<file path="src/rtl/sram_arbiter.sv">
// Two-master arbiter in front of a single-port SRAM: zero-latency grant,
// round-robin on ties, bounded exclusive lock for read-modify-write sequences.
module sram_arbiter #(
    parameter int unsigned LEN_ADDR = 64,
    parameter int unsigned LEN_DATA = 64,
    parameter int unsigned MAX_LOCK = 8
) (
    input  logic                  clk,
    input  logic                  rst,

    input  logic                  m0_req,
    input  logic                  m0_lock,
    input  logic [LEN_ADDR-1:0]   m0_addra,
    input  logic [LEN_DATA-1:0]   m0_dina,
    input  logic [LEN_DATA/8-1:0] m0_wea,
    output logic                  m0_gnt,
    output logic                  m0_rvalid,
    output logic [LEN_DATA-1:0]   m0_douta,

    input  logic                  m1_req,
    input  logic                  m1_lock,
    input  logic [LEN_ADDR-1:0]   m1_addra,
    input  logic [LEN_DATA-1:0]   m1_dina,
    input  logic [LEN_DATA/8-1:0] m1_wea,
    output logic                  m1_gnt,
    output logic                  m1_rvalid,
    output logic [LEN_DATA-1:0]   m1_douta,

    output logic                  s_ena,
    output logic [LEN_ADDR-1:0]   s_addra,
    output logic [LEN_DATA-1:0]   s_dina,
    output logic [LEN_DATA/8-1:0] s_wea,
    input  logic [LEN_DATA-1:0]   s_douta
);

    localparam int unsigned CNT_W = $clog2(MAX_LOCK + 1);

    typedef enum logic {
        IDLE   = 1'b0,
        LOCKED = 1'b1
    } mode_e;

    mode_e             mode_q, mode_d;
    logic              owner_q, owner_d;
    logic              last_gnt_q, last_gnt_d;
    logic [CNT_W-1:0]  lock_cnt_q, lock_cnt_d;
    logic              resp_valid_q, resp_valid_d;
    logic              resp_id_q, resp_id_d;

    logic              gnt0, gnt1;
    logic              any_gnt;
    logic              win_lock;
    logic              owner_lock;

    // Grants are forced low while reset is held, independent of register state.
    always_comb begin
        gnt0 = 1'b0;
        gnt1 = 1'b0;
        if (rst) begin
            if (mode_q == LOCKED) begin
                gnt0 = m0_req && !owner_q;
                gnt1 = m1_req && owner_q;
            end else if (m0_req && m1_req) begin
                gnt0 = last_gnt_q;
                gnt1 = !last_gnt_q;
            end else begin
                gnt0 = m0_req;
                gnt1 = m1_req;
            end
        end
    end

    assign any_gnt    = gnt0 | gnt1;
    assign win_lock   = gnt1 ? m1_lock : m0_lock;
    assign owner_lock = owner_q ? m1_lock : m0_lock;

    always_comb begin
        s_ena   = any_gnt;
        s_addra = '0;
        s_dina  = '0;
        s_wea   = '0;
        if (gnt1) begin
            s_addra = m1_addra;
            s_dina  = m1_dina;
            s_wea   = m1_wea;
        end else if (gnt0) begin
            s_addra = m0_addra;
            s_dina  = m0_dina;
            s_wea   = m0_wea;
        end
    end

    assign m0_gnt    = gnt0;
    assign m1_gnt    = gnt1;
    assign m0_rvalid = resp_valid_q && !resp_id_q;
    assign m1_rvalid = resp_valid_q && resp_id_q;
    assign m0_douta  = s_douta;
    assign m1_douta  = s_douta;

    // lock_cnt counts cycles already owned; release fires on the cycle that
    // would make it reach MAX_LOCK, so the owner gets exactly MAX_LOCK grants.
    always_comb begin
        mode_d       = mode_q;
        owner_d      = owner_q;
        last_gnt_d   = last_gnt_q;
        lock_cnt_d   = lock_cnt_q;
        resp_valid_d = any_gnt;
        resp_id_d    = any_gnt ? gnt1 : resp_id_q;

        case (mode_q)
            IDLE: begin
                if (any_gnt) begin
                    last_gnt_d = gnt1;
                    if (win_lock && (MAX_LOCK > 1)) begin
                        mode_d     = LOCKED;
                        owner_d    = gnt1;
                        lock_cnt_d = CNT_W'(1);
                    end
                end
            end
            LOCKED: begin
                if (!owner_lock || (lock_cnt_q == CNT_W'(MAX_LOCK - 1))) begin
                    mode_d     = IDLE;
                    last_gnt_d = owner_q;
                    lock_cnt_d = '0;
                end else begin
                    lock_cnt_d = lock_cnt_q + CNT_W'(1);
                end
            end
            default: begin
                mode_d     = IDLE;
                lock_cnt_d = '0;
            end
        endcase
    end

    always_ff @(posedge clk or negedge rst) begin
        if (!rst) begin
            mode_q       <= IDLE;
            owner_q      <= 1'b0;
            last_gnt_q   <= 1'b1;
            lock_cnt_q   <= '0;
            resp_valid_q <= 1'b0;
            resp_id_q    <= 1'b0;
        end else begin
            mode_q       <= mode_d;
            owner_q      <= owner_d;
            last_gnt_q   <= last_gnt_d;
            lock_cnt_q   <= lock_cnt_d;
            resp_valid_q <= resp_valid_d;
            resp_id_q    <= resp_id_d;
        end
    end

endmodule
</file>
<file path="config.mk">
export PLATFORM = sky130hd
export DESIGN_NAME = sram_arbiter
export DESIGN_NICKNAME = d
export VERILOG_FILES = /design/src/rtl/sram_arbiter.sv
export SDC_FILE = /design/constraint.sdc
export NUM_CORES = 1
export LEC_CHECK = 0
export CELL_PAD_IN_SITES_DETAIL_PLACEMENT = 0
export CELL_PAD_IN_SITES_GLOBAL_PLACEMENT = 1
export CORE_AREA = 2 2 241 243
export DETAILED_ROUTE_END_ITERATION = 6
export DIE_AREA = 0 0 243 245
export PLACE_DENSITY_LB_ADDON = 0.05
export SKIP_LAST_GASP = 1
export SYNTH_ARGS = -nofsm -noshare
export SYNTH_HDL_FRONTEND = slang
export SYNTH_SLANG_ARGS = --single-unit
</file>
<file path="constraint.sdc">
create_clock -name clk -period 4.58 [get_ports clk]
set_clock_uncertainty 0.2 [all_clocks]
set_input_delay 1.374 -clock clk [delete_from_list [all_inputs] [get_ports clk]]
set_output_delay 1.374 -clock clk [all_outputs]
set_load 0.005 [all_outputs]
</file>
== Word-level counts from Yosys, hierarchy flattened ==
Index checks and enable logic that the tools add are counted.
Storage, ports and cells
  bits in registers: 9
  bits in latches: 0
  memory bits (writable): 0
  memory bits (read-only): 0
  input port bits: 342
  logic and storage cells: 51
  memories kept: 0
Operators by class
  $add $sub $neg: 1
  multipliers: 0
  divide/modulo/power cells: 0
  magnitude comparators: 0
  equal/unequal tests: 4
  shifts and indexed selects: 0
  muxes and demuxes: 25
  bitwise gates (word level): 2
  reductions and logical operators: 13
Operators by type and width (count)
  two-way mux 64 bit: 4
  two-way mux 8 bit: 2
  two-way mux 1 bit: 13
  two-way mux 4 bit: 3
  one-hot mux 4 bit (2 select lines): 1
  logical AND 1 bit: 5
  adder 4 x 1 -> 4 bit, second input constant: 1
  == test 4 x 3 -> 1 bit, second input constant: 1
  zero test 1 bit: 4
  inequality test 2 bit, second input constant: 2
  one-hot mux 1 bit (2 select lines): 2
  AND reduction 2 bit: 2
  AND reduction 3 bit: 1
  inequality test 2 x 1 -> 1 bit, second input constant: 1
  logical OR 1 bit: 1
  inverter 1 bit: 1
  bitwise OR 1 bit: 1

== Logic depth before layout (Yosys ltp) ==
  depth in word-level cells: 8
  gate-level depth with buffers: 7
  mapped depth without buffers: 5

== Worst setup path after synthesis ==
No wires, ideal clock.
  path type: input to output
  start: input m1_req
  end: output s_addra[36]
  arrival: 2.342 ns
  required time: 3.006 ns
  path slack: 0.664 ns
  cell stages on the path: 6
  path buffers: 2
  cell sequence: nand2b_1 -> o2111ai_1 -> inv_2 -> clkbuf_1 -> buf_2 -> a22o_1
Between the ends
  word-level cells in the longest chain between the ends: 6
RTL lines
  start, declared: RTL line 20  | input logic m1_req,
  logical AND 1 bit: RTL line 63  | end else if (m0_req && m1_req) begin
  two-way mux 1 bit: RTL line 63
  two-way mux 1 bit: RTL line 60  | if (mode_q == LOCKED) begin
  two-way mux 1 bit: RTL line 59  | if (rst) begin
  two-way mux 64 bit: RTL line 86  | end else if (gnt0) begin
  two-way mux 64 bit (*): RTL line 82  | if (gnt1) begin
  end, declared: RTL line 30  | output logic [LEN_ADDR-1:0] s_addra,
Every way passes the cells marked *; elsewhere a longest branch is shown, timed or not.

== Final worst setup path ==
  start: input rst
  end: output s_addra[2]
Between the ends
  word-level cells in the longest chain between the ends: 3
RTL lines
  start, declared: RTL line 9  | input logic rst,
  two-way mux 1 bit: RTL line 59
  two-way mux 64 bit: RTL line 86
  two-way mux 64 bit (*): RTL line 82
Marks and branches as above.

==> out/results.tsv <==
metric	value	unit
DIE WIDTH	243	um
share of the clock period used by the worst path after layout	100	%
Max Clock Freq	218	MHz
max-cap violation count	0	
remaining global-route overflow	0	
relative slew slack	67.6	%
power dissipated by switching net loads	0.695	mW
GRT Overall Usage	7.80	%
dpl cell area	7140	um^2
Initial Util	5.03	%
half-perimeter wire length of the detailed placement result	20400	um
aggregate negative setup slack	-16.2	ps
total wire length after detailed routing	26300	um
Worst R2R Setup Slack	2150	ps
Initial DRC Count	130	
Synth top area share	41.8	%
via count	4020	
initial antenna violation count	6	
DRT Pass-1 Iters	4	
fraction of layout instances using a drive strength above 1	10.7	%
die area	59500	um^2
detailed-route DRC error count	0	
H-tree depth reported by CTS	1	
sequential cell fraction of total power	8.3	%
number of slew-limit violations in the final report	0	
number of filler instances in the final layout	6552	
Endpoint, Worst Hold	resp_id_q	
violated checks	negative setup slack	
clock-pin slew on the worst setup and hold paths	40	ps
number of routed nets with antenna violations	0	
# rows	88	
portion of total power attributed to the clock network	8.0	%
Pint	1.28	mW
YS warnings	0	
switching share of power	35.2	%
global-route wire length before repair	33400	um
area of the mapped netlist	2870	um^2
nature of the critical path startpoint	primary input	
CTS tree	yes	
number of sinks handled by clock tree synthesis	9	
total area of sequential cells	226	um^2
class of the most critical hold timing path	reg -> reg	
final hold vios	0	
maximum buffer depth of the clock tree	2	
vias per inst	2.81	
multi-input gate area in the final layout	1510	um^2
cell taking the most area after synthesis	sky130_fd_sc_hd__a22o_1	
leading post-synthesis cells by cell area	sky130_fd_sc_hd__a22o_1 42%, sky130_fd_sc_hd__buf_4 34%, sky130_fd_sc_hd__dfrtp_1 7.0%	
cell leakage power	3.72	nW
number of global-route vias before repair	4198	
total non-filler cell area in the finished layout	7960	um^2
source-to-sink clock delay at the later pin of the worst-skew pair	240	ps
Worst Reg2Reg Path Length in Cells	8	
number of nets in the finished design	1005	
RePlAce Congestion	0.756	
setup repair after global routing missed its margin	true	
root buffer cell	sky130_fd_sc_hd__clkbuf_16	
launch instance of the worst register-to-register path	mode_q	
Data required, critical path	3010	ps
quantity of I/O buffers inserted on ports	418	
Seq/Total Area, Yosys	7.90	%
kind of capture point of the worst setup path	output pin	
count of pins on the block boundary	611	
least setup slack across all paths after layout	-11.3	ps
minimum clock period	4590	ps
maximum number of pins on one net before global-route repair	37	
depth of the worst hold-timing path	1	
measured slew at the worst slew-check pin	487	ps
Min Hold Slack	314	ps
worst setup path category	in -> out	
worst vdd ir	153	uV
Num CTS Buffers	3	
overall power consumption	1.98	mW
critical path data arrival time	3020	ps
net count after synthesis	688	
hold wc startpoint	resp_id_q	
number of instances in the synthesized netlist	345	
Crit Path Max Fanout	7	
per-cell routed wire length	18.4	um
total power per unit cell area	248	nW/um^2
layout overhead on the synthesized area	178	%
floorplan core area	57000	um^2
portion of total power attributed to combinational logic	83.7	%
post-synthesis area per instance	8.31	um^2
post-synthesis cell type count	28	
flip-flop and latch count after synthesis	9	
Reg2Reg Capture Point	lock_cnt_q[3]	
status	finished, violations left	
final setup fails	2	
Die H	245	um
-- Yosys cell counts, drive strengths merged --
cell	count
a22o	137
ha	1
o2111ai	2
a21o	2
nor3	1
a211o	1
nor2	2
o21a	2
or2	1
nand2b	5
a41o	1
buf	154
dfrtp	8
inv	3
and2	1
o211ai	1
nand3	2
nor2b	2
dfstp	1
clkbuf	5
a21oi	4
a32o	1
nand2	6
o221a	1
a311oi	1
-- placed cells by master, fill, tap and decap left out, types with 2 or more instances in the layout --
| master | n |
|---|---|
| sky130_fd_sc_hd__nand2b_1 | 4 |
| sky130_fd_sc_hd__dfrtp_1 | 8 |
| sky130_fd_sc_hd__nand2_1 | 5 |
| sky130_fd_sc_hd__clkbuf_16 | 9 |
| sky130_fd_sc_hd__nor2b_1 | 2 |
| sky130_fd_sc_hd__dlygate4sd2_1 | 14 |
| sky130_fd_sc_hd__nand3_1 | 2 |
| sky130_fd_sc_hd__buf_16 | 9 |
| sky130_fd_sc_hd__a22o_4 | 3 |
| sky130_fd_sc_hd__o21a_1 | 2 |
| sky130_fd_sc_hd__nor2_1 | 2 |
| sky130_fd_sc_hd__a21o_1 | 2 |
| sky130_fd_sc_hd__buf_12 | 10 |
| sky130_fd_sc_hd__a21oi_1 | 4 |
| sky130_fd_sc_hd__clkdlybuf4s50_1 | 346 |
| sky130_fd_sc_hd__dlymetal6s2s_1 | 55 |
| sky130_fd_sc_hd__a22o_1 | 134 |
| sky130_fd_sc_hd__bufbuf_16 | 2 |
| sky130_fd_sc_hd__diode_2 | 3 |
| sky130_fd_sc_hd__buf_6 | 3 |
| sky130_fd_sc_hd__buf_4 | 25 |
-- flip-flops by register name, indices dropped and copies added (netlist names) --
register	cells
last_gnt_q	1
mode_q	1
lock_cnt_q	4
resp_valid_q	1
owner_q	1
resp_id_q	1
-- repair_timing --
item / CTS / global route
endpoints found under the setup margin: 139 / 121
pin swaps: 1 / 1
gates cloned: 6 / 7
hold buffers: 0 / 0
buffers inserted: 6 / 12
gates resized for setup: 42 / 63
-- cell type report --
cell class / count / share of cell area, %
repair buffers: 471 / 64.9
multi-input cells: 174 / 19.0
well taps: 765 / 12.0
flip-flops and latches: 9 / 2.85
clock buffers: 4 / 0.990
inverters: 3 / 0.204
diodes: 3 / 0.0943
-- critical path, cell delays in order --
cell	delay, ps
sky130_fd_sc_hd__buf_4	120
sky130_fd_sc_hd__nand2_2	70
sky130_fd_sc_hd__a311oi_4	210
sky130_fd_sc_hd__buf_4	180
sky130_fd_sc_hd__buf_12	130
sky130_fd_sc_hd__bufbuf_16	270
sky130_fd_sc_hd__a22o_1	140
sky130_fd_sc_hd__clkdlybuf4s50_1	500
-- kinds of logic (layout without fill, tap and decap cells) --
logic type	count (synthesis)	in the layout	share of synthesized area, %
buffers and inverters	162	478	41.4
AO/OA/AOI/OAI	153	153	46.8
flip-flops	9	9	7.90
AND/OR/NAND/NOR	20	20	3.53
adder cells (fa/ha/maj)	1	1	0.436
other	0	3	0
-- power by group through the flow --
stage	logic, mW	registers [mW]	clock network, mW
floorplan	0.619	0.141	0
global route	1.78	0.170	0.168
CTS	1.61	0.164	0.162
finish	1.65	0.164	0.158
detailed placement	1.47	0.162	0
global placement	1.49	0.165	0
-- metrics by stage --
| stage | util [%] | std cells | setup slack [ps] |
|---|---|---|---|
| floorplan | - | 345 | 664 |
| global placement | 12.5 | 1391 | -710 |
| detailed placement | 12.5 | 1391 | -675 |
| CTS | 13.2 | 1407 | -52.2 |
| global route | 14.0 | 1428 | -97.1 |
| finish | 14.0 | 1429 | -11.3 |
-- worst max path at each step --
stage / start / end / depth (start not counted)
after global routing: rst / s_dina[45] / 8
final: rst / s_addra[2] / 8
after CTS: m1_req / s_addra[11] / 7
after global placement: rst / s_wea[4] / 7
after floorplan: m1_req / s_addra[36] / 6
after detailed placement: rst / s_wea[4] / 7
-- metal layers --
metal	share of wire [%]	track usage, %
met4	1.6	1.44
met1	36	7.68
met3	8.2	2.83
met5	0.17	0
met2	54	15.5
No activity file was read; power rests on OpenSTA's default activity.
